--- config.mk ---
export PLATFORM = sky130hd
export DESIGN_NAME = free_list_flat
export DESIGN_NICKNAME = d
export VERILOG_FILES = /design/src/rtl/free_list_if.sv /design/src/rtl/free_list.sv /design/src/flat_wrapper.sv
export SDC_FILE = /design/constraint.sdc
export NUM_CORES = 1
export LEC_CHECK = 0
export ABC_CLOCK_PERIOD_IN_PS = 15600
export CAP_MARGIN = 10
export CORE_ASPECT_RATIO = 1.25
export CORE_MARGIN = 2
export CORE_UTILIZATION = 64
export CTS_CLUSTER_SIZE = 30
export DETAILED_ROUTE_END_ITERATION = 10
export PLACE_DENSITY = 0.81
export SETUP_SLACK_MARGIN = 0.4
export SYNTH_ARGS = -nofsm -noshare
export SYNTH_HDL_FRONTEND = slang
export SYNTH_SLANG_ARGS = --single-unit
--- constraint.sdc ---
create_clock -name clk -period 15.6 [get_ports clk]
set_input_delay 4.68 -clock clk [delete_from_list [all_inputs] [get_ports clk]]
set_output_delay 4.68 -clock clk [all_outputs]
set_load 0.02 [all_outputs]
--- src/rtl/free_list_if.sv ---
// Decode/commit/flush bundle for the physical-register free list.
// master: decode+ROB side driving requests; slave: the free list responding.
interface free_list_if #(
    parameter int PRF_DEPTH = 64,
    parameter int FL_DEPTH  = 32
);
    localparam int PW = $clog2(PRF_DEPTH);
    localparam int CW = $clog2(FL_DEPTH) + 1;

    logic          id_dequeue;
    logic          fl_ready;
    logic [PW-1:0] fl_preg;
    logic          commit_valid;
    logic [PW-1:0] commit_preg;
    logic          flush;
    logic [CW-1:0] free_count;

    modport master (
        output id_dequeue,
        output commit_valid,
        output commit_preg,
        output flush,
        input  fl_ready,
        input  fl_preg,
        input  free_count
    );

    modport slave (
        input  id_dequeue,
        input  commit_valid,
        input  commit_preg,
        input  flush,
        output fl_ready,
        output fl_preg,
        output free_count
    );
endinterface

--- src/rtl/free_list.sv ---
// Circular FIFO of free physical register tags for rename.
// Ports: clk, rst (async high), fl (slave: dequeue/commit/flush in, ready/preg/count out).
module free_list #(
    parameter int PRF_DEPTH = 64,
    parameter int ARF_DEPTH = 32,
    parameter int FL_DEPTH  = PRF_DEPTH - ARF_DEPTH
) (
    input logic        clk,
    input logic        rst,
    free_list_if.slave fl
);
    localparam int PW = $clog2(PRF_DEPTH);
    localparam int IW = $clog2(FL_DEPTH);
    localparam int CW = IW + 1;

    logic [PW-1:0] storage [FL_DEPTH];
    logic [CW-1:0] head;
    logic [CW-1:0] tail;
    logic [CW-1:0] head_nxt;
    logic [CW-1:0] tail_nxt;
    logic          empty;
    logic          full;
    logic          do_deq;
    logic          do_enq;

    assign empty = (head == tail);
    assign full  = (head[IW-1:0] == tail[IW-1:0]) &&
                   (head[IW] != tail[IW]);

    assign do_deq = fl.id_dequeue && !empty && !fl.flush;
    // A full list only accepts a release when a dequeue frees the slot.
    assign do_enq = fl.commit_valid && (!full || do_deq);

    always_comb begin
        tail_nxt = tail + CW'(do_enq);
        head_nxt = head + CW'(do_deq);
        // Recovery: everything between the post-enqueue tail and the old
        // head is an in-flight allocation, so handing it all back means
        // placing head one full lap behind tail.
        if (fl.flush) begin
            head_nxt = {~tail_nxt[IW], tail_nxt[IW-1:0]};
        end
    end

    always_ff @(posedge clk or posedge rst) begin
        if (rst) begin
            head <= '0;
            tail <= {1'b1, {IW{1'b0}}};
        end else begin
            head <= head_nxt;
            tail <= tail_nxt;
        end
    end

    always_ff @(posedge clk or posedge rst) begin
        if (rst) begin
            for (int i = 0; i < FL_DEPTH; i++) begin
                storage[i] <= PW'(ARF_DEPTH + i);
            end
        end else if (do_enq) begin
            storage[tail[IW-1:0]] <= fl.commit_preg;
        end
    end

    assign fl.fl_ready   = !empty;
    assign fl.fl_preg    = storage[head[IW-1:0]];
    assign fl.free_count = tail - head;
endmodule

--- src/flat_wrapper.sv ---
// flat-port wrapper written by rule: the top's interface ports become plain ports
module free_list_flat 
#(
    parameter int PRF_DEPTH = 64,
    parameter int ARF_DEPTH = 32,
    parameter int FL_DEPTH  = PRF_DEPTH - ARF_DEPTH
)
  (clk, rst, fl_id_dequeue, fl_commit_valid, fl_commit_preg, fl_flush, fl_fl_ready, fl_fl_preg, fl_free_count);
  free_list_if #(.PRF_DEPTH(PRF_DEPTH), .FL_DEPTH(FL_DEPTH)) fl_i ();
  input logic clk;
  input logic rst;
  input wire logic [$bits(fl_i.id_dequeue)-1:0] fl_id_dequeue;
  input wire logic [$bits(fl_i.commit_valid)-1:0] fl_commit_valid;
  input wire logic [$bits(fl_i.commit_preg)-1:0] fl_commit_preg;
  input wire logic [$bits(fl_i.flush)-1:0] fl_flush;
  output wire logic [$bits(fl_i.fl_ready)-1:0] fl_fl_ready;
  output wire logic [$bits(fl_i.fl_preg)-1:0] fl_fl_preg;
  output wire logic [$bits(fl_i.free_count)-1:0] fl_free_count;
  assign fl_i.id_dequeue = fl_id_dequeue;
  assign fl_i.commit_valid = fl_commit_valid;
  assign fl_i.commit_preg = fl_commit_preg;
  assign fl_i.flush = fl_flush;
  assign fl_fl_ready = fl_i.fl_ready;
  assign fl_fl_preg = fl_i.fl_preg;
  assign fl_free_count = fl_i.free_count;
  free_list #(.PRF_DEPTH(PRF_DEPTH), .ARF_DEPTH(ARF_DEPTH), .FL_DEPTH(FL_DEPTH)) u_core (.clk(clk), .rst(rst), .fl(fl_i));
endmodule
==> Yosys cells after proc, flatten, opt, wreduce, memory -nomap -nowiden <==
Index checks and enable logic that the tools add are counted.
{ "classes": {"bitwise": 3, "mux": 7, "add_sub_neg": 3, "magnitude_cmp": 3, "n_eq_ne": 3, "n_reduce_logical": 9} }
{ "op_table": {"columns": ["op", "count"], "rows": [
  ["$bwmux W192", 1],
  ["$bmux W6 S5", 1],
  ["$demux W6 S5", 1],
  ["$mux W6", 4],
  ["$add A6 B1 Y6", 2],
  ["$ge A6 B6 Y1 const B", 2],
  ["$not A5 Y6", 2],
  ["$eq A6 B6 Y1", 1],
  ["$lt A6 B1 Y1 const B", 1],
  ["$sub A6 B6 Y6", 1],
  ["$eq A5 B5 Y1", 1],
  ["$logic_and A1 B1 Y1", 5],
  ["$logic_not A1 Y1", 3],
  ["$logic_or A1 B1 Y1", 1],
  ["$ne A1 B1 Y1", 1],
  ["$not A1 Y1", 1]
]} }
{ "word_totals": {"ff_bits": 204, "input_bits": 11, "out_inout_bits": 13} }

==> Longest topological paths before layout <==
{ "depth": {"depth_word": 9, "ltp_mapped": 14, "ltp_nobuf": 10} }

==> Worst setup path before layout <==
No wires, ideal clock.
{ "synth_path": {"path_type": "register -> output", "start": "reg u_core.head[1]", "end": "out fl_free_count[5]", "path_buffers": 3, "path_stages_with_launch": 10, "slack_ns": 8.690, "t_arrival_ns": 2.230, "t_required_ns": 10.920, "path_cell_list": "dfrtp_1 -> clkbuf_1 -> buf_2 -> buf_2 -> inv_1 -> ha_1 -> nor2b_1 -> o21a_1 -> o21a_1 -> o211ai_1"} }
{ "synth_between": {"elab_chain_len": 1} }
{ "synth_lines": {"columns": ["element", "line", "rtl"], "rows": [
  ["from (decl)", "free_list.sv:17", "logic [CW-1:0] head;"],
  ["from (signal assigned)", "free_list.sv:50", "head <= head_nxt;"],
  ["$sub A6 B6 Y6", "free_list.sv:67", "assign fl.free_count = tail - head;"],
  ["to (decl)", "flat_wrapper.sv:18", "output wire logic [$bits(fl_i.free_count)-1:0] fl_free_count;"]
]} }
No other way between the ends.

==> Worst setup path in the final report <==
{ "layout_path": {"start": "reg u_core.head[0]", "end": "out fl_fl_preg[5]"} }
{ "layout_between": {"elab_chain_len": 4} }
{ "layout_lines": {"columns": ["element", "line", "rtl"], "rows": [
  ["$not A5 Y6 (implied by the code)", "free_list.sv:66", "assign fl.fl_preg = storage[head[IW-1:0]];"],
  ["$bmux W6 S5", "free_list.sv:66", null],
  ["$mux W6 (implied by the code) (2 in a row)", "free_list.sv:66", null],
  ["to (decl)", "flat_wrapper.sv:17", "output wire logic [$bits(fl_i.fl_preg)-1:0] fl_fl_preg;"]
]} }
No other way between the ends. The select of a mux whose other input is x is not followed.

==> qor.yml <==
outcome:
  status: "finished, final reports clean"
routing:
  num_vias: 5752
  postRouteWirelength_um: 21600
  wl_per_cell_um: 24.0
  vias_per_cell: 6.41
  dr.first_iter.drc_count: 381
  antenna_left: 0
  drtPass1Iterations: 6
  drc_errors: 0
die:
  core_sq_um: 15400
  initial_core_util_pct: 64.6
  ioPinCount: 24
  die_y_um: 144
  dieWidth_um: 116
  die_area_sq_um: 16600
  row_count: 51
place:
  globalplace.congestion: 0.821
  hpwl_um: 13500
  dpl_cell_area_sq_um: 10300
  dpl.cell_count: 859
  portBuffers: 23
logic_synthesis:
  netlist_area_sq_um: 9980
  synth_flop_cell: "dfstp_2"
  synth_nets: 688
  yosysTopAreaCell: "dfstp_2"
  async_flop_share_pct: 100
  seq_area_frac_synth_pct: 52.6
  yosys_warnings: 0
  synth_edf_count: 0
  synth_top_area_share_pct: 29.8
  ys_top_cells_by_area: "dfstp_2 30%, dfrtp_1 23%, mux2_2 19%, mux4_2 8.4%, mux2_4 3.6%"
  syn_inst: 667
  ys_types: 48
  synth-seq-cells: 204
  syn_avg_cell_area_sq_um: 15.0
cells_and_area:
  final_common_cell: "mux2_2"
  instances_no_fill: 897
  final_cell_mix: "170 x mux2_2, 113 x dfstp_2, 89 x dfrtp_1"
  fillCellCount: 998
  diodes: 0
  stdcell_area_sq_um: 11000
  syn_to_final_growth_pct: 10.2
  layout.nets: 692
  drive_gt1_share_pct: 57.7
min_path:
  min_path_type: "flip-flop to flip-flop"
  min-delay-start: "u_core.storage[176]$_DFFE_PP0P_"
clock_tree:
  cts_made_buffers: 20
  clock_latency_ns: 0.52
  postCtsSetupRepairBufs: 0
  cts-root-buf: "clkbuf_16"
  clk_pin_slew_ns: 0.06
  cts_hold_buf: 0
  numClockSinks: 204
  clock_path_buffers: 3
  ctsResizeCount: 0
  htree_levels: 1
  cts_tree: "yes"
global_route:
  grt_usage_pct: 27.3
  grt.overflow.total: 0
  grt_pass1_wl_um: 34500
  antenna_found_initial: 0
  grt_max_degree: 88
  first_global_vias: 6046
critical_path:
  end_kind: "output pin"
  required_ns: 10.92
  reg2reg_from: "u_core.head[4]$_DFF_PP0_"
  start_kind: "flip-flop"
  cp.arrival_ns: 3.77
  startpoint: "u_core.head[0]$_DFF_PP0_"
  worstPathMaxFanout: 57
  path_class: "flip-flop to output pin"
power_and_ir_drop:
  powerDensity_nw_per_um2: 224
  peakVddDrop_v: 0.0000991
  p_leak_nw: 4.58
timing:
  fin_setup_tns_ns: 0
  worst_slew_pin_slew_ns: 1.27
  rsz0062_at_grt: "false"
  setup_viol: 0
  maxSlewViolCount: 0
  max_slew_margin_pct: 14.9
  post-route-period-util_pct: 54.2
  fin_skew_ns: 0.0342
  period_minus_slack_ns: 8.45
  hold_violations: 0
  fmax_mhz: 118
run:
  cap_violations: 0
report_power, final:
| group | switching, W | internal (W) |
|---|---|---|
| logic | 0.000459 | 0.000517 |
| registers | 0.000151 | 0.000839 |
| clock network | 0.000203 | 0.000291 |
area by class of cell:
type | instances | area (sq um) | area share, %
clock buffers | 32 | 586 | 5.32
well taps | 212 | 265 | 2.41
repair buffers | 30 | 315 | 2.87
inverters | 11 | 46.3 | 0.421
clock inverters | 4 | 83.8 | 0.762
multi-input cells | 404 | 4450 | 40.5
flip-flops and latches | 204 | 5250 | 47.7
cells in the mapped netlist, types with 4 or more instances:
cell and number:
clkbuf_1 30, mux2i_1 23, inv_1 10, a21oi_1 12
o221ai_1 11, nor2_1 4, dfstp_2 113, mux2_2 170
xnor2_1 10, mux2_4 24, a41oi_4 4, a211oi_1 6
nand2_1 33, buf_6 4, dfrtp_1 91, a22oi_1 7
ha_1 9, a22o_1 5, buf_2 9, and2_4 4
nand3_1 10, buf_4 4, mux4_2 37
path summary, 6_finish.rpt:
path	to	depth (start not counted)	slack, ns
max in group asynchronous	u_core.storage[6]$_DFFE_PP0P_	3	9.59
hold reg to reg	u_core.storage[176]$_DFFE_PP0P_	1	0.50
setup / recovery	fl_fl_preg[5]	6	7.15
setup reg to reg	u_core.storage[30]$_DFFE_PP0P_	6	12.44
min in group asynchronous	u_core.storage[122]$_DFFE_PP0P_	2	4.64
hold / removal	u_core.storage[176]$_DFFE_PP0P_	1	0.50
cells by family (layout without fill, tap and decap cells):
family | Yosys count | after routing | share of synthesized area (%)
muxes | 254 | 254 | 33.5
AOI/OAI and AO/OA | 56 | 56 | 4.87
and+or+nand+nor | 72 | 72 | 3.72
buffers and inverters | 59 | 77 | 2.80
DFF | 204 | 204 | 52.6
xor gates and xnor gates | 12 | 12 | 1.24
adders and majority gates | 10 | 10 | 1.33
through the flow:
stage	hold WS [ns]	power, W	setup WS [ns]	utilization (%)
6_report	0.502	0.00246	7.15	71.2
5_1_grt	0.521	0.00259	6.97	71.2
4_1_cts	0.503	0.00246	7.07	70.9
3_5_place_dp	0.488	0.00196	7.59	66.6
3_3_place_gp	0.482	0.00191	7.58	66.6
2_1_floorplan	0.474	0.00168	5.54	-
critical path, cell delays in order (launching register included):
cell	delay, ns
dfrtp_4	0.45
buf_4	0.83
mux4_2	0.62
a22o_1	0.26
a211oi_1	0.45
a21oi_1	0.08
clkdlybuf4s50_1	0.57
state kept, by name (all words and copies together) (netlist names):
name / cells
u_core.head: 6
u_core.storage: 192
u_core.tail: 6
metal layers:
layer,share of wire (%),vias to the layer above,wire (um),global-route usage [%]
met5,0,-,0,0
met4,3.1,0,662,9.02
met3,5.5,50,1180,4.56
met2,51,163,11100,46.2
met1,40,3053,8670,36.2
li1,-,2486,-,-
Power figures use the tool's default switching activity.
